`src/rtl/spi_regfile_pkg.sv`:
```
// Shared types and helpers for the SPI register-file peripheral.
package spi_regfile_pkg;

    typedef enum logic [1:0] {
        ST_IDLE = 2'd0,
        ST_CMD  = 2'd1,
        ST_DATA = 2'd2,
        ST_HOLD = 2'd3
    } state_e;

    localparam logic RW_WRITE = 1'b1;
    localparam logic RW_READ  = 1'b0;

    function automatic int unsigned frame_w(input int unsigned addr_w, input int unsigned data_w);
        return 1 + addr_w + data_w;
    endfunction

    function automatic int unsigned cnt_w(input int unsigned fw);
        return $clog2(fw + 1);
    endfunction

endpackage

```
`src/rtl/spi_sync_edge.sv`:
```
// Two-flop synchronizer with a history flop; edges compare the two settled stages.
module spi_sync_edge #(
    parameter logic RST_VAL = 1'b0
) (
    input  logic clk,
    input  logic rst,
    input  logic d,
    output logic level,
    output logic rise_c,
    output logic fall_c
);

    logic s1, s2, s3;

    always_ff @(posedge clk) begin
        if (rst) begin
            s1 <= RST_VAL;
            s2 <= RST_VAL;
            s3 <= RST_VAL;
        end else begin
            s1 <= d;
            s2 <= s1;
            s3 <= s2;
        end
    end

    assign level  = s2;
    assign rise_c = s2 & ~s3;
    assign fall_c = ~s2 & s3;

endmodule

```
`src/rtl/spi_regfile_periph.sv`:
```
// SPI mode-0 peripheral fronting a NUM_REGS x DATA_W register file.
// Define SPI_REGFILE_AUTOINC_EN for burst mode with wrapping address auto-increment.
module spi_regfile_periph
    import spi_regfile_pkg::*;
#(
    parameter int unsigned       DATA_W    = 8,
    parameter int unsigned       ADDR_W    = 7,
    parameter int unsigned       NUM_REGS  = 5,
    parameter logic [DATA_W-1:0] RESET_VAL = '0
) (
    input  logic                       clk,
    input  logic                       rst,
    input  logic                       nCS,
    input  logic                       SCLK,
    input  logic                       COPI,
    output logic                       CIPO,
    output logic                       cipo_oe,
    output logic [NUM_REGS*DATA_W-1:0] regs_out,
    output logic                       wr_strobe,
    output logic [ADDR_W-1:0]          wr_addr
);

    localparam int unsigned FRAME_W = frame_w(ADDR_W, DATA_W);
    localparam int unsigned CNT_W   = cnt_w(FRAME_W);
    localparam int unsigned SH_W    = ((1 + ADDR_W) > DATA_W) ? (1 + ADDR_W) : DATA_W;

    logic ncs_level, ncs_rise_c, ncs_fall_c;
    logic sclk_level, sclk_rise_c, sclk_fall_c;
    logic copi_level, copi_rise_c, copi_fall_c;

    spi_sync_edge #(.RST_VAL(1'b1)) u_sync_ncs (
        .clk(clk), .rst(rst), .d(nCS),
        .level(ncs_level), .rise_c(ncs_rise_c), .fall_c(ncs_fall_c)
    );
    spi_sync_edge #(.RST_VAL(1'b0)) u_sync_sclk (
        .clk(clk), .rst(rst), .d(SCLK),
        .level(sclk_level), .rise_c(sclk_rise_c), .fall_c(sclk_fall_c)
    );
    spi_sync_edge #(.RST_VAL(1'b0)) u_sync_copi (
        .clk(clk), .rst(rst), .d(COPI),
        .level(copi_level), .rise_c(copi_rise_c), .fall_c(copi_fall_c)
    );

    logic unused_sync;
    assign unused_sync = &{1'b0, ncs_level, sclk_level, copi_rise_c, copi_fall_c};

    state_e                     state_q, state_d;
    logic [CNT_W-1:0]           cnt_q, cnt_d;
    logic [SH_W-2:0]            shreg_q, shreg_d;
    logic [SH_W-1:0]            sh_next;
    logic                       rw_q, rw_d;
    logic [ADDR_W-1:0]          addr_q, addr_d, rd_addr;
    logic [DATA_W-1:0]          txreg_q, txreg_d, rd_data;
    logic                       cipo_d, oe_d, wr_strobe_d, wr_en_c;
    logic [ADDR_W-1:0]          wr_addr_d;
    logic [NUM_REGS*DATA_W-1:0] regs_q;

    function automatic logic is_mapped(input logic [ADDR_W-1:0] a);
        return 32'(a) < NUM_REGS;
    endfunction

    assign sh_next = {shreg_q, copi_level};

`ifdef SPI_REGFILE_AUTOINC_EN
    logic [ADDR_W-1:0] addr_inc;
    assign addr_inc = (32'(addr_q) == NUM_REGS - 1) ? '0 : addr_q + ADDR_W'(1);
    assign rd_addr  = (state_q == ST_DATA) ? addr_inc : sh_next[ADDR_W-1:0];
`else
    assign rd_addr  = sh_next[ADDR_W-1:0];
`endif

    // Read mux; unmapped addresses return zero.
    always_comb begin
        rd_data = '0;
        for (int unsigned k = 0; k < NUM_REGS; k++) begin
            if (rd_addr == ADDR_W'(k)) rd_data = regs_q[k*DATA_W +: DATA_W];
        end
    end

    // Next-state and datapath decode.
    always_comb begin
        state_d     = state_q;
        cnt_d       = cnt_q;
        shreg_d     = shreg_q;
        rw_d        = rw_q;
        addr_d      = addr_q;
        txreg_d     = txreg_q;
        cipo_d      = CIPO;
        oe_d        = cipo_oe;
        wr_strobe_d = 1'b0;
        wr_addr_d   = wr_addr;
        wr_en_c     = 1'b0;

        if (ncs_fall_c) begin
            state_d = ST_CMD;
            cnt_d   = '0;
            shreg_d = '0;
            oe_d    = 1'b0;
            cipo_d  = 1'b0;
        end else begin
            case (state_q)
                ST_CMD: begin
                    if (sclk_rise_c) begin
                        shreg_d = sh_next[SH_W-2:0];
                        cnt_d   = cnt_q + CNT_W'(1);
                        if (cnt_q == CNT_W'(ADDR_W)) begin
                            rw_d    = sh_next[ADDR_W];
                            addr_d  = sh_next[ADDR_W-1:0];
                            cnt_d   = '0;
                            state_d = ST_DATA;
                            if (sh_next[ADDR_W] == RW_READ) begin
                                txreg_d = rd_data;
                                cipo_d  = rd_data[DATA_W-1];
                                oe_d    = 1'b1;
                            end
                        end
                    end
                end
                ST_DATA: begin
                    if (sclk_rise_c) begin
                        shreg_d = sh_next[SH_W-2:0];
                        cnt_d   = cnt_q + CNT_W'(1);
                        if (cnt_q == CNT_W'(DATA_W - 1)) begin
                            cnt_d = '0;
                            if (rw_q == RW_WRITE && is_mapped(addr_q)) begin
                                wr_en_c     = 1'b1;
                                wr_strobe_d = 1'b1;
                                wr_addr_d   = addr_q;
                            end
`ifdef SPI_REGFILE_AUTOINC_EN
                            addr_d = addr_inc;
                            if (rw_q == RW_READ) begin
                                txreg_d = rd_data;
                                cipo_d  = rd_data[DATA_W-1];
                            end
`else
                            state_d = ST_HOLD;
`endif
                        end
                    end else if (sclk_fall_c && rw_q == RW_READ && cnt_q != '0) begin
                        // The fall right after a (re)load is skipped so the MSB survives to the next rise.
                        txreg_d = txreg_q << 1;
                        cipo_d  = txreg_q[DATA_W-2];
                    end
                end
                default: ;
            endcase

            if (ncs_rise_c && state_q != ST_IDLE) begin
                state_d = ST_IDLE;
                oe_d    = 1'b0;
                cipo_d  = 1'b0;
            end
        end
    end

    // State register and registered outputs.
    always_ff @(posedge clk) begin
        if (rst) begin
            state_q   <= ST_IDLE;
            cnt_q     <= '0;
            shreg_q   <= '0;
            rw_q      <= 1'b0;
            addr_q    <= '0;
            txreg_q   <= '0;
            CIPO      <= 1'b0;
            cipo_oe   <= 1'b0;
            wr_strobe <= 1'b0;
            wr_addr   <= '0;
            regs_q    <= {NUM_REGS{RESET_VAL}};
        end else begin
            state_q   <= state_d;
            cnt_q     <= cnt_d;
            shreg_q   <= shreg_d;
            rw_q      <= rw_d;
            addr_q    <= addr_d;
            txreg_q   <= txreg_d;
            CIPO      <= cipo_d;
            cipo_oe   <= oe_d;
            wr_strobe <= wr_strobe_d;
            wr_addr   <= wr_addr_d;
            for (int unsigned k = 0; k < NUM_REGS; k++) begin
                if (wr_en_c && addr_q == ADDR_W'(k)) regs_q[k*DATA_W +: DATA_W] <= sh_next[DATA_W-1:0];
            end
        end
    end

    assign regs_out = regs_q;

endmodule

```
`config.mk`:
```
export PLATFORM = sky130hd
export DESIGN_NAME = spi_regfile_periph
export DESIGN_NICKNAME = d
export VERILOG_FILES = /design/src/rtl/spi_regfile_pkg.sv /design/src/rtl/spi_sync_edge.sv /design/src/rtl/spi_regfile_periph.sv
export SDC_FILE = /design/constraint.sdc
export NUM_CORES = 1
export LEC_CHECK = 0
export ABC_AREA = 1
export CAP_MARGIN = 15
export CORE_MARGIN = 2
export CORE_UTILIZATION = 35
export CTS_BUF_LIST = sky130_fd_sc_hd__clkbuf_8 sky130_fd_sc_hd__clkbuf_16
export CTS_CLUSTER_DIAMETER = 100
export DETAILED_ROUTE_END_ITERATION = 8
export SYNTH_ARGS = -nofsm -noshare
export SYNTH_HDL_FRONTEND = slang
export SYNTH_SLANG_ARGS = --single-unit
```
`constraint.sdc`:
```
create_clock -name clk -period 2.82 [get_ports clk]
set_clock_uncertainty 0.1 [all_clocks]
set_input_delay 0.564 -clock clk [delete_from_list [all_inputs] [get_ports clk]]
set_output_delay 0.564 -clock clk [all_outputs]
set_load 0.01 [all_outputs]
```
Yosys cells after proc, flatten, opt, wreduce, memory -nomap -nowiden
Cells that the tools add are included.

storage, ports and cells
  flip-flop bits (word level) = 87
  bits of input ports = 5

operators by class
  $add $sub $neg = 1
  bitwise gates (word level) = 11
  reductions and logical operators = 26
  order comparisons = 1
  equal/unequal tests = 22
  muxes and demuxes = 30

operators with widths
  cell                                                                    number
  8-bit two-way mux                                                       5
  7-bit two-way mux                                                       5
  7-bit by 2-bit equality test with 1-bit output (second input constant)  4
  4-bit inequality test (second input constant)                           4
  5-bit AND reduction                                                     3
  7-bit by 1-bit equality test with 1-bit output (second input constant)  2
  7-bit by 3-bit equality test with 1-bit output (second input constant)  2
  7-bit zero test                                                         2
  2-bit inequality test (second input constant)                           7
  7-bit case mux with 2 select lines                                      1
  1-bit two-way mux                                                       12
  1-bit logical AND                                                       9
  2-bit two-way mux                                                       4
  4-bit AND reduction                                                     2
  7-bit by 3-bit < comparator with 1-bit output (second input constant)   1
  1-bit NOT                                                               7
  7-bit AND reduction                                                     1
  6-bit AND reduction                                                     1
  5-bit by 1-bit adder with 5-bit output (second input constant)          1
  5-bit by 3-bit equality test with 1-bit output (second input constant)  1
  5-bit two-way mux                                                       1
  5-bit nonzero test                                                      1
  1-bit bitwise AND                                                       4
  2-bit case mux with 2 select lines                                      1
  8 further kinds                                                         10

Logic depth before layout (Yosys ltp)
  depth after elaboration = 10
  gate-level depth with buffers = 13

Cells and area by module
Synthesis repeated with hierarchy kept, for this count alone.

second synthesis, totals
  cell total of the unflattened synthesis = 615
  area, all modules = 4107.7 um^2

modules (own cells, without submodules)
  module                           instances  cells each  area each (um^2)
  spi_regfile_periph               1          578         3822.4
  spi_sync_edge (u_sync_copi ...)  2          12          93.8
  spi_sync_edge (u_sync_ncs)       1          13          97.6

Worst setup path after synthesis
Ideal clock, no wire load.

  path type = register to register
  from = register state_q[0]
  to = register regs_q[30] (netlist: regs_out[30])
  required time = 2607 ps
  cell stages (with the launch flop) = 11
  arrival time = 1596 ps
  setup slack = 1011 ps
  period minus slack after synthesis = 1809 ps
  buffers on the path = 1
  setup time = 113 ps
  cells stage by stage = dfxtp_1 > inv_1 > ha_1 > nand3_2 > nor2_4 > nand3_4 > nor3b_4 > buf_6 > nand2_1 > nand2_1 > nor2_1

on the way
  longest elaborated chain between the ends = 4

ends and longest elaborated chain
  item                            line                       source
  start: declaration              spi_regfile_periph.sv:47   state_e state_q, state_d;
  start signal: assignment        spi_regfile_periph.sv:172  state_q <= state_d;
  2-bit equality test             spi_regfile_periph.sv:101  case (state_q)
  1-bit two-way mux               spi_regfile_periph.sv:101
  1-bit two-way mux               -
  1-bit logical AND               spi_regfile_periph.sv:183  if (wr_en_c && addr_q == ADDR_W'(k)) regs_q[k*DATA_W +: DATA_W] <= sh_next[DATA_W-1:0];
  end signal: assignment          spi_regfile_periph.sv:170  regs_q <= {NUM_REGS{RESET_VAL}};
  end signal: indexed assignment  spi_regfile_periph.sv:183
  end: declaration                spi_regfile_periph.sv:56   logic [NUM_REGS*DATA_W-1:0] regs_q;

No other way between the ends.
A chain may end at the register's enable or synchronous reset.

Worst setup path in the final report
  from = register state_q[0]
  to = register regs_q[26] (netlist: regs_out[26])

Same word-level chain as after synthesis.

==> reports/metrics.yaml <==
drtAntennaViolNets: 0
slew_headroom: 0.517
tightest_slew_ns: 0.722
yosys.area_share.adder: 0.0161
cpMaxStageDelayCell: "nor3b_4"
final_common_cell: "nor2_1"
reg2reg_depth: 9
synth-seq-cells: 87
clk_pin_slew_ns: 0.08
synth_simple_gate_area_share: 0.334
postSynthNetCount: 562
portBuffers: 54
yosys_most_used_dff: "dfxtp_1"
cts_tree: "done"
vdd_drop_max_v: 0.000281
via_per_inst: 4.81
synth-xor-area-share: 0.00675
setup_violations: 0
mostFrequentLayoutCells: "nor2_1, nand2_1, dfxtp_1, clkdlybuf4s50_1, inv_1"
drc: 0
io_pins: 55
p_leak_nw: 2.00
crit_cells: 9
outcome: "finished, final reports clean"
fillers: 1134
routedWlPerCell_um: 14.2
register_area_um2: 1740
final_layout_size_suffix_gt1_frac: 0.0721
cts_setup_buffers: 0
place_ws_ns: 0.569
first_pass_iters: 5
htreeDepth: 3
syn_area_per_cell_um2: 7.05
cp_common_cell: "nand2_1"
total_power_w: 0.00243
fin_crit_sh: 0.794
cts_resized: 0
required_ns: 2.99
synth_top_cell_by_area: "dfxtp_1"
cts_root_buf: "clkbuf_8"
grt_pass1_vias: 3312
synthCells: 552
ys_top_cells_by_area: "dfxtp_1, nor2_1, nand2_1, a21oi_1, inv_1"
fin_ws_ns: 0.581
dr_total_vias: 3608
path_delay_family: "simple AND/OR/NAND/NOR gates"
reg2reg_from: "state_q[0]"
final.setup.tns_ns: 0
cap_violations: 0
final-hold-violation-count: 0
period_needed_ns: 2.24
start_util: 0.359
grt_max_degree: 46
die_h_um: 109
yosysSeqAreaShare: 0.447
drtIter0Drc: 185
hold_class: "flip-flop to flip-flop"
synth_top_family_by_area: "simple AND/OR/NAND/NOR gates"
die-area_um2: 12000
yosysUniqueCellTypes: 35
detail_route.wirelength_um: 10600
ctsLongestPathBuffers: 2
critPathKind: "flip-flop to flip-flop"
synth_area_um2: 3890
cts_made_buffers: 9
fin_nets: 616
crit_path_end_kind: "flip-flop"
path_buf_inv: 1
antenna_found_initial: 0
synth_mux_area_frac: 0
arrival_ns: 2.41
critPathLaunch: "state_q[0]"
overflow: 0
critPathMaxStageDelay_ns: 0.58
track_usage: 0.187
multiInputGateArea_um2: 1850
core_um2: 10800
report.final.slew_viol_count: 0
cp-start-kind: "flip-flop"
synthArstFlopShare: 0
cp_max_fo: 16
globalplace.congestion: 0.896
area_growth_pct: 23.2
die_w_um: 109
clock-sinks: 87
hold_ws_ns: 0.307
rrSetupSlack_ns: 0.58
clock_latency_ns: 0.37
grt_pass1_wl_um: 17000
synth_top_area_frac: 0.447
path_cells: "inv_1 -> ha_1 -> nand3_2 -> nor2_4 -> nand3_4 -> nor3b_4 -> nand2_1 -> nand2_1 -> nor2_1"
power_density_nw_per_um2: 506
hold_buffers: 0
fmax_mhz: 447
rsz0062_at_grt: "no"
hpwlAfterDp_um: 7820
crit_end: "regs_out[26]"
synth-compound-area-share: 0.119
n_antenna_cell: 0
synth_warnings: 0
synth_edf_count: 0
rows: 38
r2r-end: "regs_out[26]"
==> registers in the layout, summed over array words and instances (netlist names), 2 cells and up <==
register / cells
addr_q: 7
txreg_q: 7
regs_out: 40
shreg_q: 7
wr_addr: 7
cnt_q: 5
state_q: 2
==> cell usage after synthesis (all sizes together), types with 2 or more instances <==
cell type	n
a21oi	44
and3	3
buf	7
clkbuf	8
dfxtp	87
ha	5
inv	55
nand2	119
nand3	36
nor2	131
nor3	4
o21a	8
o21ai	34
or2	2
xor2	2
==> through the flow <==
stage	std cells	util	instance area, µm²
2_1_floorplan	552	-	3890
3_3_place_gp	735	0.420	4550
3_5_place_dp	735	0.420	4550
4_1_cts	750	0.443	4800
5_1_grt	750	0.443	4800
6_report	750	0.443	4800
==> tightest hold or removal path: cells and delay by family, from the launching register on <==
family / cells / cell delay [ns]
simple gates: 1 / 0.03
buf+inv: 1 / 0.04
flops: 1 / 0.30
==> where the power goes <==
part           switching (W)  total (W)  internal, W
Clock               0.000449    0.00108     0.000629
Combinational      0.0000683   0.000102    0.0000334
Sequential        0.00000827    0.00125      0.00124
Total               0.000525    0.00243      0.00190
==> worst min-delay path by stage <==
stage / start / endpoint / slack (ns) / cells past startpoint
2_1_floorplan: u_sync_copi.s1 / u_sync_copi.level / 0.29 / 2
3_3_place_gp: u_sync_ncs.s1 / u_sync_ncs.level / 0.30 / 1
3_5_place_dp: u_sync_copi.s1 / u_sync_copi.level / 0.30 / 2
4_1_cts: u_sync_copi.s1 / u_sync_copi.level / 0.31 / 2
5_1_grt: u_sync_copi.s1 / u_sync_copi.level / 0.32 / 2
6_report: u_sync_sclk.s1 / u_sync_sclk.level / 0.31 / 2
==> area by class of cell <==
type	count	area share
tap	140	0.0365
clock inverter	4	0.0196
multi-input combinational	394	0.386
sequential	87	0.363
inverter	56	0.0443
timing repair buffer	58	0.119
clock buffer	11	0.0316
==> logic make-up after synthesis <==
logic type,count (synthesis)
flip-flops,87
AO/OA/AOI/OAI,88
XOR/XNOR,3
AND/OR/NAND/NOR,298
adder cells (fa/ha/maj),5
buffers and inverters,71
==> layer usage <==
layer | vias up | part of all wire | track usage
li1 | 1848 | - | -
met4 | 0 | 0.027 | 0.0922
met5 | - | 0 | 0
met3 | 20 | 0.048 | 0.0356
met2 | 103 | 0.46 | 0.291
met1 | 1637 | 0.46 | 0.248
Note: power is estimated with default switching activity, not from simulation.
